$ cat config.mk
export PLATFORM = sky130hd
export DESIGN_NAME = spi_response_collector
export DESIGN_NICKNAME = d
export VERILOG_FILES = /design/src/rtl/spi_cmd_pkg.sv /design/src/rtl/response_timeout_counter.sv /design/src/rtl/spi_response_collector.sv
export SDC_FILE = /design/constraint.sdc
export NUM_CORES = 1
export LEC_CHECK = 0
export BUFFER_PORTS_ARGS = -buffer_cell sky130_fd_sc_hd__buf_2
export CAP_MARGIN = 20
export CORE_MARGIN = 5
export CORE_UTILIZATION = 30
export CTS_BUF_LIST = sky130_fd_sc_hd__clkbuf_8
export DETAILED_ROUTE_END_ITERATION = 7
export SYNTH_ARGS = -nofsm -noshare
export SYNTH_HDL_FRONTEND = slang
export SYNTH_SLANG_ARGS = --single-unit
$ cat constraint.sdc
create_clock -name clk -period 1.7 [get_ports clk]
set_input_delay 0.34 -clock clk [delete_from_list [all_inputs] [get_ports clk]]
set_output_delay 0.34 -clock clk [all_outputs]
set_load 0.005 [all_outputs]
$ cat src/rtl/spi_cmd_pkg.sv
// Shared definitions for the SPI response collector: command codes,
// expected response length per command, and the collector state enum.
package spi_cmd_pkg;

  typedef enum logic [2:0] {
    CMD_NOP       = 3'd0,
    CMD_RD_STATUS = 3'd1,
    CMD_RD_CFG    = 3'd2,
    CMD_RD_ID16   = 3'd3,
    CMD_RD_REG16  = 3'd4,
    CMD_RD_ADDR24 = 3'd5,
    CMD_RD_DATA32 = 3'd6,
    CMD_RD_CRC32  = 3'd7
  } cmd_e;

  typedef enum logic [1:0] {
    ST_IDLE    = 2'd0,
    ST_COLLECT = 2'd1,
    ST_HOLD    = 2'd2
  } coll_state_e;

  function automatic logic [2:0] expected_bytes(input cmd_e cmd);
    expected_bytes = 3'd0;
    case (cmd)
      CMD_NOP:       expected_bytes = 3'd0;
      CMD_RD_STATUS: expected_bytes = 3'd1;
      CMD_RD_CFG:    expected_bytes = 3'd1;
      CMD_RD_ID16:   expected_bytes = 3'd2;
      CMD_RD_REG16:  expected_bytes = 3'd2;
      CMD_RD_ADDR24: expected_bytes = 3'd3;
      CMD_RD_DATA32: expected_bytes = 3'd4;
      CMD_RD_CRC32:  expected_bytes = 3'd4;
      default:       expected_bytes = 3'd0;
    endcase
  endfunction

endpackage

$ cat src/rtl/response_timeout_counter.sv
// Saturating inter-byte silence counter. expired_o flags the enabled cycle
// whose increment reaches TIMEOUT_CYCLES, so the owner can abort on that edge.
module response_timeout_counter #(
  parameter int unsigned TIMEOUT_CYCLES = 1000
) (
  input  logic clk_i,
  input  logic rst_i,
  input  logic clear_i,
  input  logic enable_i,
  output logic expired_o
);

  localparam int unsigned W = $clog2(TIMEOUT_CYCLES + 1);
  localparam logic [W-1:0] LIMIT = W'(TIMEOUT_CYCLES);
  localparam logic [W-1:0] LAST  = W'(TIMEOUT_CYCLES - 1);

  logic [W-1:0] count_q, count_d;

  always_comb begin
    count_d = count_q;
    if (clear_i) begin
      count_d = '0;
    end else if (enable_i && (count_q != LIMIT)) begin
      count_d = count_q + 1'b1;
    end
  end

  always_ff @(posedge clk_i) begin
    if (rst_i) begin
      count_q <= '0;
    end else begin
      count_q <= count_d;
    end
  end

  assign expired_o = enable_i && !clear_i && (count_q >= LAST);

endmodule

$ cat src/rtl/spi_response_collector.sv
// Collects the response bytes for an issued SPI command into a right-justified
// word and holds it until downstream accepts it, aborting on inter-byte timeout.
module spi_response_collector
  import spi_cmd_pkg::*;
#(
  parameter int unsigned TIMEOUT_CYCLES = 1000
) (
  input  logic        clk,
  input  logic        rst,
  input  logic        start,
  input  logic [2:0]  command,
  input  logic [7:0]  rx_byte,
  input  logic        rx_valid,
  input  logic        out_ready,
  output logic [31:0] word,
  output logic [2:0]  word_len,
  output logic        word_valid,
  output logic        busy,
  output logic        timeout_err,
  output logic        overrun
);

  coll_state_e state_q;
  logic [2:0]  expect_q;
  logic [31:0] word_q;
  logic [2:0]  word_len_q;
  logic        word_valid_q;
  logic        busy_q;
  logic        timeout_err_q;
  logic        overrun_q;
  logic [2:0]  start_expect;

  logic tmo_clear, tmo_enable, tmo_expired;

  // Silence is only counted while collecting; any accepted byte restarts it.
  assign tmo_clear  = (state_q != ST_COLLECT) || rx_valid;
  assign tmo_enable = (state_q == ST_COLLECT) && !rx_valid;

  response_timeout_counter #(
    .TIMEOUT_CYCLES(TIMEOUT_CYCLES)
  ) u_timeout (
    .clk_i    (clk),
    .rst_i    (rst),
    .clear_i  (tmo_clear),
    .enable_i (tmo_enable),
    .expired_o(tmo_expired)
  );

  assign start_expect = expected_bytes(cmd_e'(command));

  always_ff @(posedge clk) begin
    if (rst) begin
      state_q       <= ST_IDLE;
      expect_q      <= '0;
      word_q        <= '0;
      word_len_q    <= '0;
      word_valid_q  <= 1'b0;
      busy_q        <= 1'b0;
      timeout_err_q <= 1'b0;
      overrun_q     <= 1'b0;
    end else begin
      if (rx_valid && (state_q != ST_COLLECT)) begin
        overrun_q <= 1'b1;
      end
      case (state_q)
        ST_IDLE: begin
          if (start) begin
            expect_q      <= start_expect;
            word_q        <= '0;
            word_len_q    <= '0;
            timeout_err_q <= 1'b0;
            busy_q        <= 1'b1;
            if (start_expect == 3'd0) begin
              state_q      <= ST_HOLD;
              word_valid_q <= 1'b1;
            end else begin
              state_q <= ST_COLLECT;
            end
          end
        end
        ST_COLLECT: begin
          if (rx_valid) begin
            word_q     <= {word_q[23:0], rx_byte};
            word_len_q <= word_len_q + 3'd1;
            if ((word_len_q + 3'd1) == expect_q) begin
              state_q      <= ST_HOLD;
              word_valid_q <= 1'b1;
            end
          end else if (tmo_expired) begin
            state_q       <= ST_HOLD;
            word_valid_q  <= 1'b1;
            timeout_err_q <= 1'b1;
          end
        end
        ST_HOLD: begin
          if (out_ready) begin
            state_q      <= ST_IDLE;
            word_valid_q <= 1'b0;
            busy_q       <= 1'b0;
          end
        end
        default: state_q <= ST_IDLE;
      endcase
    end
  end

  assign word        = word_q;
  assign word_len    = word_len_q;
  assign word_valid  = word_valid_q;
  assign busy        = busy_q;
  assign timeout_err = timeout_err_q;
  assign overrun     = overrun_q;

endmodule

==> results_dict.tcl <==
set metrics [dict create \
    outcome "finished, final reports clean" \
    netlist_area_um2 2290 \
    vias 2057 \
    crit_start "u_timeout.count_q[0]" \
    cp-start-kind "flip-flop" \
    ctsResizeCount 0 \
    hpwl_um 3810 \
    tightest_slew_ns 0.483 \
    post-cts-setup-buffers 0 \
    postRouteAntennaNets 0 \
    place.gp.congestion 0.782 \
    ir_drop_mv 0.388 \
    required_ns 1.91 \
    clk_pin_slew_ns 0.10 \
    syn_nets 293 \
    period_share_pct 90.7 \
    clock_latency_ns 0.31 \
    min_path_cells 3 \
    min_period_ns 1.54 \
    cts_tree "yes" \
    first_iter_violations 161 \
    route.detailed.drc 0 \
    endpoint_kind "flip-flop" \
    rsz0062_at_grt "false" \
    clock.fmax_mhz 649 \
    ys_types 39 \
    grt_max_degree 45 \
    hold_viol_final 0 \
    fin_util_pct 38.2 \
    critPathMaxFanout 6 \
    p_leak_nw 1.10 \
    crit_arrival_ns 1.76 \
    max_cap_viol_count 0 \
    reg2regPathDepth 4 \
    pin_count 55 \
    skew_ns 0.0118 \
    p_total_mw 2.77 \
    ys_seq_elements 54 \
    critical_path_class "flip-flop to flip-flop" \
    antenna_found_initial 0 \
    portBuffers 54 \
    dieArea_um2 9470 \
    setup_viol 0 \
    async_flop_share_pct 0 \
    root_buffer "clkbuf_8" \
    hold_path_class "input port to flip-flop" \
    coreArea_um2 7330 \
    drv_slew 0 \
    wl_per_cell_um 13.0 \
    drt-vias-per-instance 4.85 \
    syn2layout_area_growth_pct 22.6 \
    nNetsFinal 345 \
    grt_pass1_wl_um 9330 \
    powerDensity_nw_per_um2 987 \
    first_global_vias 1933 \
    cts.sinks 54 \
    ctsHoldBuffers 0 \
    synth_warnings 0 \
    ys_seq_area_share_pct 47.3 \
    cts_buffer_depth 2 \
    die_x_um 97.3 \
    syn_avg_cell_area_um2 8.40 \
    fp-row-count 31 \
    rr_startpoint "u_timeout.count_q[0]" \
    cts_buffers 5 \
    die_h_um 97.3 \
    overflow 0 \
    worst_hold_startpoint "rx_byte[3]" \
    start_util_pct 31.2 \
    ctsHtreeMaxLevel 2 \
    drt_wl_total_um 5520 \
    synth-edff-count 0 \
    dr.pass1.iters 4 \
    synth_cells 272 \
    track_usage_pct 11.6 \
    drive_gt1_share_pct 24.6 \
    synth_flop_cell "dfxtp_1" \
    antenna-diode-count 0 \
    slew_headroom_pct 67.8 \
]
[where the power goes]
part           total [mW]  switching (mW)  internal [mW]
Sequential           1.35          0.0428           1.31
Combinational       0.544           0.336          0.208
Clock               0.868           0.429          0.439
Total                2.77           0.808           1.96
[synth_stat cells (all sizes together) (4+ instances only)]
| cell | n | area share [%] |
|---|---|---|
| dfxtp | 54 | 47 |
| a21oi | 45 | 10 |
| nand2 | 42 | 6.9 |
| nand3 | 37 | 8.1 |
| nor2 | 15 | 2.7 |
| clkbuf | 11 | 1.8 |
| buf | 8 | 2.3 |
| inv | 6 | 0.99 |
| ha | 5 | 2.7 |
| xnor2 | 5 | 1.9 |
| xor2 | 5 | 1.9 |
| nand4 | 4 | 1.1 |
| or3b | 4 | 1.6 |
[final timing paths]
path,to,slack [ns]
worst min register to register,word[27],0.46
worst min-delay path,word[3],0.28
worst max register to register,state_q[0],0.16
worst max-delay path,state_q[0],0.16
[cells in the final DEF (no fill, tap or decap), types with 4 or more instances in the layout]
master | Yosys | routed
nand4_1 | 4 | 4
a21oi_1 | 44 | 44
nand2_1 | 42 | 42
nor2_1 | 13 | 13
buf_4 | 0 | 8
clkbuf_8 | 0 | 5
dfxtp_1 | 54 | 54
ha_1 | 5 | 5
xor2_1 | 5 | 5
buf_2 | 6 | 54
xnor2_1 | 5 | 5
inv_1 | 6 | 6
nand3_1 | 37 | 37
[flip-flops by register name (all words and copies together) (netlist names)]
signal / count
overrun: 1
expect_q: 3
timeout_err: 1
u_timeout.count_q: 10
busy: 1
word_valid: 1
word_len: 3
word: 32
state_q: 2
[worst max-delay path, cell delays in order (launching register included)]
cell and delay (ns):
dfxtp_1 0.37, ha_1 0.28, a221oi_1 0.37, o31ai_1 0.14
a311oi_1 0.29
[logic make-up after synthesis]
family	share of synthesized area (%)
simple gates	25.8
fa+ha+maj	2.74
flops	47.3
compound gates	12.9
mux	1.31
xor+xnor	4.82
buf+inv	5.09
[per-stage QoR]
step	setup TNS, ns	hold WS, ns	cells	setup WS [ns]	area (um^2)
after global placement	-0.0909	0.440	416	-0.0455	2690
after global routing	0	0.274	424	0.00764	2800
after floorplan	0	0.443	272	0.125	2290
after CTS	0	0.268	424	0.165	2800
final	0	0.277	424	0.158	2800
after detailed placement	-0.210	0.446	416	-0.111	2690
[routing by layer]
layer | global-route usage, % | vias up | share of wire (%)
li1 | - | 1042 | -
met1 | 15.4 | 942 | 47
met2 | 18.9 | 66 | 46
met3 | 2.37 | 7 | 5.6
met4 | 3.73 | 0 | 1.6
met5 | 0 | - | 0
[area by class of cell]
class | instances | area, um^2
clock buffer | 5 | 68.8
clock inverter | 3 | 45.0
fill | 765 | 4530
inverter | 6 | 22.5
multi-input combinational | 193 | 1090
sequential | 54 | 1080
tap | 99 | 124
timing repair buffer | 64 | 370
Note: power is estimated with default switching activity, not from simulation.
